===== config.mk =====
export PLATFORM = sky130hd
export DESIGN_NAME = lc3_mem_arbiter
export DESIGN_NICKNAME = d
export VERILOG_FILES = /design/src/rtl/lc3_mem_arbiter.sv
export SDC_FILE = /design/constraint.sdc
export NUM_CORES = 1
export LEC_CHECK = 0
export BUFFER_PORTS_ARGS = -buffer_cell sky130_fd_sc_hd__buf_2
export CAP_MARGIN = 40
export CORE_ASPECT_RATIO = 2
export CORE_UTILIZATION = 40
export CTS_CLUSTER_DIAMETER = 120
export DETAILED_ROUTE_END_ITERATION = 12
export PLACE_DENSITY = 0.68
export REMOVE_ABC_BUFFERS = 1
export SETUP_SLACK_MARGIN = 0.4
export SLEW_MARGIN = 20
export SYNTH_ARGS = -nofsm -noshare
export SYNTH_HDL_FRONTEND = slang
export SYNTH_SLANG_ARGS = --single-unit

===== constraint.sdc =====
create_clock -name clk -period 2.48 [get_ports clk]
set_clock_uncertainty 0.2 [all_clocks]
set_input_delay 0.496 -clock clk [delete_from_list [all_inputs] [get_ports clk]]
set_output_delay 0.496 -clock clk [all_outputs]
set_load 0.03 [all_outputs]

===== src/rtl/lc3_mem_arbiter.sv =====
// Shares the single LC3 memory port between instruction fetch and the data path, sequencing
// one- and two-access (indirect) operations over variable-latency memory.
module lc3_mem_arbiter #(
   parameter int unsigned STARVE_LIMIT = 4
) (
   input  logic        clk,
   input  logic        rst,
   input  logic        if_req,
   input  logic [15:0] if_addr,
   input  logic        if_flush,
   output logic        if_valid,
   output logic [15:0] if_rdata,
   input  logic        d_req,
   input  logic [1:0]  d_op,
   input  logic [15:0] d_addr,
   input  logic [15:0] d_wdata,
   output logic        d_done,
   output logic [15:0] d_rdata,
   output logic        mem_en,
   output logic        mem_we,
   output logic [15:0] mem_addr,
   output logic [15:0] mem_wdata,
   input  logic [15:0] mem_rdata,
   input  logic        mem_ready,
   output logic [1:0]  mem_state
);

   localparam logic [2:0] IDLE   = 3'd0;
   localparam logic [2:0] IF_ACC = 3'd1;
   localparam logic [2:0] D_IND  = 3'd2;
   localparam logic [2:0] D_RD   = 3'd3;
   localparam logic [2:0] D_WR   = 3'd4;
   localparam logic [2:0] DONE   = 3'd5;

   localparam int unsigned SW = $clog2(STARVE_LIMIT + 1);
   localparam logic [SW-1:0] LIMIT = SW'(STARVE_LIMIT);

   logic [2:0]    state_q, state_d;
   logic [SW-1:0] starve_q, starve_d;
   logic [1:0]    op_q, op_d;
   logic [15:0]   addr_q, addr_d;
   logic [15:0]   wdata_q, wdata_d;
   logic [15:0]   d_rdata_q, d_rdata_d;
   logic [15:0]   if_rdata_q, if_rdata_d;
   logic          data_q, data_d;
   logic          flushed_q, flushed_d;

   always_comb begin
      state_d    = state_q;
      starve_d   = starve_q;
      op_d       = op_q;
      addr_d     = addr_q;
      wdata_d    = wdata_q;
      d_rdata_d  = d_rdata_q;
      if_rdata_d = if_rdata_q;
      data_d     = data_q;
      flushed_d  = flushed_q;
      case (state_q)
         IDLE: begin
            flushed_d = 1'b0;
            // A pending fetch that has waited STARVE_LIMIT data grants takes priority.
            if (d_req && !(if_req && starve_q == LIMIT)) begin
               op_d     = d_op;
               addr_d   = d_addr;
               wdata_d  = d_wdata;
               data_d   = 1'b1;
               starve_d = if_req ? starve_q + SW'(1) : '0;
               if (d_op[0])      state_d = D_IND;
               else if (d_op[1]) state_d = D_WR;
               else              state_d = D_RD;
            end else if (if_req) begin
               addr_d   = if_addr;
               data_d   = 1'b0;
               starve_d = '0;
               state_d  = IF_ACC;
            end
         end
         IF_ACC: begin
            if (if_flush) flushed_d = 1'b1;
            if (mem_ready) begin
               if (!(flushed_q || if_flush)) if_rdata_d = mem_rdata;
               state_d = DONE;
            end
         end
         D_IND: begin
            if (mem_ready) begin
               addr_d  = mem_rdata;
               state_d = op_q[1] ? D_WR : D_RD;
            end
         end
         D_RD: begin
            if (mem_ready) begin
               d_rdata_d = mem_rdata;
               state_d   = DONE;
            end
         end
         D_WR: begin
            if (mem_ready) state_d = DONE;
         end
         DONE: begin
            flushed_d = 1'b0;
            state_d   = IDLE;
         end
         default: state_d = IDLE;
      endcase
   end

   always_ff @(posedge clk or negedge rst) begin
      if (!rst) begin
         state_q    <= IDLE;
         starve_q   <= '0;
         op_q       <= 2'd0;
         addr_q     <= 16'h0000;
         wdata_q    <= 16'h0000;
         d_rdata_q  <= 16'h0000;
         if_rdata_q <= 16'h0000;
         data_q     <= 1'b0;
         flushed_q  <= 1'b0;
      end else begin
         state_q    <= state_d;
         starve_q   <= starve_d;
         op_q       <= op_d;
         addr_q     <= addr_d;
         wdata_q    <= wdata_d;
         d_rdata_q  <= d_rdata_d;
         if_rdata_q <= if_rdata_d;
         data_q     <= data_d;
         flushed_q  <= flushed_d;
      end
   end

   always_comb begin
      mem_en    = (state_q == IF_ACC) || (state_q == D_IND) || (state_q == D_RD) ||
                  (state_q == D_WR);
      mem_we    = (state_q == D_WR);
      mem_addr  = addr_q;
      mem_wdata = wdata_q;
      d_done    = (state_q == DONE) && data_q;
      if_valid  = (state_q == DONE) && !data_q && !flushed_q;
      d_rdata   = d_rdata_q;
      if_rdata  = if_rdata_q;
      case (state_q)
         D_RD:    mem_state = 2'd0;
         D_IND:   mem_state = 2'd1;
         D_WR:    mem_state = 2'd2;
         default: mem_state = 2'd3;
      endcase
   end

endmodule


== Word-level counts from Yosys, hierarchy flattened ==
Cells that the tools add are included.
Word-level totals
  register bits: 74
  input port bits: 72
  word-level logic and storage cells: 66
Operators by class
  $add $sub $neg: 1
  equal/unequal tests: 10
  muxes and demuxes: 20
  bitwise logic cells: 1
  reductions and logical operators: 25
Operators with widths (count)
  16-bit 2-to-1 mux: 3
  16-bit one-hot mux with 2 select lines: 1
  3-bit 2-to-1 mux: 10
  3-bit == test, second input constant: 3
  3-bit one-hot mux with 3 select lines: 1
  3-bit AND reduction: 3
  2-bit AND reduction: 4
  3-bit by 2-bit == test with 1-bit output, second input constant: 2
  2-bit one-hot mux with 3 select lines: 1
  2-bit nonzero test: 3
  1-bit logical AND: 5
  1-bit logical OR: 4
  2-bit inequality test, second input constant: 2
  3-bit by 1-bit adder with 3-bit output, second input constant: 1
  3-bit by 1-bit == test with 1-bit output, second input constant: 1
  1-bit logical NOT: 3
  3-bit logical NOT: 1
  1-bit 2-to-1 mux: 3
  3-bit inequality test, second input constant: 1
  3-bit OR reduction: 1
  2-bit by 1-bit inequality test with 1-bit output, second input constant: 1
  1-bit one-hot mux with 2 select lines: 1
  2-bit OR reduction: 1
  1-bit NOT: 1

== Depth between registers and ports, before layout ==
  word-level depth: 6
  depth in mapped cells: 7
  mapped depth without buffers: 6

== Worst setup path after synthesis ==
Ideal clock, no wire load.
  path type: reg-to-output
  start: reg state_q[2]
  end: out mem_state[0]
  arrival time: 1.784 ns
  required time: 1.784 ns
  setup slack: 0.000 ns
  stages on the path, launching flop included: 5
  path buffers: 1
  cell sequence: dfrtp_1 buf_6 inv_1 nor3_1 a21oi_1
On the way
  longest elaborated chain between the ends: 2
  elaborated cells between the ends (all ways): 4
  classes of those cells: 3 x eq/ne; 1 x mux
RTL lines
  start: declaration: line 38  | logic [2:0] state_q, state_d;
  start signal: assignment: line 120  | state_q <= state_d;
  3-bit == test
  net mem_we: line 20  | output logic mem_we,
  2-bit one-hot mux with 3 select lines: line 142  | case (state_q)
  end: declaration: line 25  | output logic [1:0] mem_state
The timed path passes the listed nets, and every way through them passes these cells.

== Worst setup path in the final report ==
  start: reg state_q[1]
  end: out mem_state[0]
On the way
  longest elaborated chain between the ends: 2
  elaborated cells between the ends (all ways): 4
  classes of those cells: 3 x eq/ne; 1 x mux
RTL lines (line)
  3-bit == test or 3-bit by 2-bit == test with 1-bit output (tied branches): 142
  2-bit one-hot mux with 3 select lines *: 142
Every way passes the cells marked *; elsewhere a longest branch is shown, timed or not.

==> results.yml <==
yosys:
  ys_seq_area_share_pct: 52.0
  yosysMostFrequentCell: "dfrtp_1"
  yosys.area_share.xor_xnor_pct: 0.249
  synth_top_family_by_area: "multiplexers"
  synth-warning-count: 0
  synth_compound_area_share_pct: 14.4
  synth_top_area_cell: "dfrtp_1"
  async_reset_ff_share_pct: 100
  synth_fa_ha_area_share_pct: 0.713
  synth_cell_types: 36
  yosysTopAreaCellShare_pct: 52.0
  ys.flop_type: "dfrtp_1"
  netlist_top_cells_count: "73 x dfrtp_1, 29 x mux2_2, 26 x nand2_1"
  synthCells: 288
  ys_seq_elements: 73
  synth_edf_count: 0
  synth.area.mux_share_pct: 17.8
  synthTopCellsByArea: "dfrtp_1 52%, mux2_2 9.3%, mux2_4 8.6%"
  netlist_area_mm2: 0.00351
  yosys.area_share.simple_pct: 10.4
  postSynthAreaPerCell_um2: 12.2
placement:
  place_hpwl_mm: 6.88
  place_congestion: 0.813
  io_buffer_count: 141
clock_network:
  cts_tree: "done"
  cts_buffers: 9
  clock_sinks: 73
  clock_path_buffers: 2
  htree_levels: 3
  clk-insertion-delay-late_ns: 0.33
  path_clk_slew_ns: 0.05
  ctsRootBufferMaster: "clkbuf_16"
pwr:
  power_leakage_nw: 2.38
  power.density_mw_per_mm2: 1490
  clkPwrFrac_pct: 16.3
  switchingPower_mw: 3.12
  peakVddDrop_mv: 0.679
  comb_power_share_pct: 53.5
  sw_frac_of_total_pct: 44.2
  p_int_mw: 3.94
  seqPwrFrac_pct: 30.3
cells_and_area:
  fin_nets: 516
  regArea_mm2: 0.00183
  final.fill_count: 755
  drive_gt1_share_pct: 58.7
  area_delta_synth_final_pct: 34.7
  antennaDiodeCount: 0
  multi_input_area_mm2: 0.00157
worst_setup_path:
  r2r_cells: 6
  reg2reg_to: "state_q[2]"
  end_kind: "output pin"
  worst-r2r-setup-slack_ns: 0.51
  arrival_ns: 1.37
  critPathKind: "register to output pin"
  cp-start-kind: "register"
  cp_max_fo: 6
  cp_data_required_time_ns: 1.78
  r2r-start: "state_q[0]"
drt:
  route.detailed.drc: 0
  post_drt_wl_per_cell_um: 17.3
  route.antenna.remaining_nets: 0
  vias: 2842
  drt_first_pass_iters: 4
  drt-vias-per-instance: 5.21
  wirelength_mm: 9.44
  drt_iter0_markers: 98
timing:
  fin_worst_hold_slack_ns: 0.199
  max_freq_ghz: 0.485
  finalMaxSlewViolations: 0
  finalHoldViolations: 0
  fin_crit_sh_pct: 83.1
  relSlewSlack_pct: 54.9
  rsz0062_at_grt: "true"
  period_minus_slack_ns: 2.06
  setup_viol: 0
  tightest_slew_ns: 0.675
  setup_tns_ns: 0
status:
  status: "complete, no violations"
floorplan:
  die_area_mm2: 0.00918
  rows: 48
  die_h_um: 135
  die_w_um: 68.3
  initial_utilization_pct: 40.9
  core_mm2: 0.00859
  pin_count: 142
worst_hold_path:
  whs_endpoint: "mem_wdata[7]"
  whs_path_depth: 2
  holdCritPathClass: "input pin to register"
  hp-start: "d_wdata[7]"
global_route:
  grt_pass1_vias: 2862
  grt_pass1_wl_mm: 14.4
  grt_usage_pct: 21.7
  grt_overflow_total: 0
  grt_max_degree: 51
  antenna_found_initial: 0
job:
  maxCapViolCount: 0
-- what timing repair did --
action,in CTS,in global routing
gates resized for setup,9,14
endpoints found under the setup margin,7,38
pin swaps,0,2
endpoints found under the hold margin,23,0
buffers inserted,5,4
hold buffers,1,0
-- layer usage --
layer / vias up / share of wire [%] / track usage, %
li1: 1334 / - / -
met1: 1397 / 35 / 22.6
met2: 98 / 58 / 39.5
met3: 13 / 4.7 / 5.24
met4: 0 / 2.2 / 8.22
met5: - / 0 / 0
-- state kept, by name, summed over array words and instances, names as in the netlist --
| register | cells |
|---|---|
| d_rdata | 16 |
| if_rdata | 16 |
| mem_addr | 16 |
| mem_wdata | 16 |
| starve_q | 3 |
| state_q | 3 |
| data_q | 1 |
| flushed_q | 1 |
| op_q | 1 |
-- power by group through the flow --
stage | clock, mW | sequential [mW] | combinational [mW]
final | 1.15 | 2.14 | 3.77
after detailed placement | 0 | 2.18 | 3.57
after global placement | 0 | 2.16 | 3.49
after global routing | 1.23 | 2.21 | 4.04
after CTS | 1.19 | 2.13 | 3.71
after floorplan | 0 | 3.19 | 1.46
-- through the flow --
| stage | total power [mW] | util [%] | instance area [um2] | cells | setup WS (ns) |
|---|---|---|---|---|---|
| 2_1_floorplan | 4.65 | - | 3390 | 271 | -0.334 |
| 3_3_place_gp | 5.65 | 50.2 | 4320 | 521 | 0.391 |
| 3_5_place_dp | 5.75 | 50.2 | 4320 | 521 | 0.393 |
| 4_1_cts | 7.03 | 54.2 | 4650 | 542 | 0.402 |
| 5_1_grt | 7.48 | 55.1 | 4730 | 546 | 0.369 |
| 6_report | 7.06 | 55.1 | 4730 | 546 | 0.419 |
-- area by class of cell --
class,count,share of cell area [%]
inverters,8,0.688
multi-input cells,190,33.2
clock inverters,4,0.423
clock buffers,11,5.13
flip-flops and latches,73,38.7
repair buffers,160,19.2
well taps,100,2.64
-- worst max-delay path, cell delays in order, from the launching register on --
cell	delay, ns
dfrtp_2	0.47
buf_6	0.15
nor3_4	0.20
a21oi_1	0.06
buf_4	0.17
-- how the worst max path moves through the flow --
stage	to	slack (ns)	cells after the start	from
after floorplan	mem_addr[0]	-0.33	3	state_q[1]
after global placement	mem_we	0.39	3	state_q[2]
after detailed placement	mem_we	0.39	3	state_q[2]
after CTS	mem_state[1]	0.40	4	state_q[2]
after global routing	mem_state[0]	0.37	4	state_q[1]
final	mem_state[0]	0.42	4	state_q[1]
-- logic make-up (layout without fill, tap and decap cells) --
logic type,after synthesis,count (layout)
simple gates,69,69
fa+ha+maj,2,2
compound gates,69,69
xor+xnor,1,1
mux,49,49
buf+inv,25,183
flops,73,73
-- cell usage in the layout, fill, tap and decap left out, drive strengths merged, types with 8 or more instances in the layout --
cell type  netlist  layout
a21oi           19      19
a31o            15      15
buf             14     157
clkbuf           3      13
dfrtp           73      73
inv              8       8
mux2            49      49
nand2           26      26
nor2            25      25
o21ai           13      13
o31ai           16      16
(Power assumes the default switching activity.)
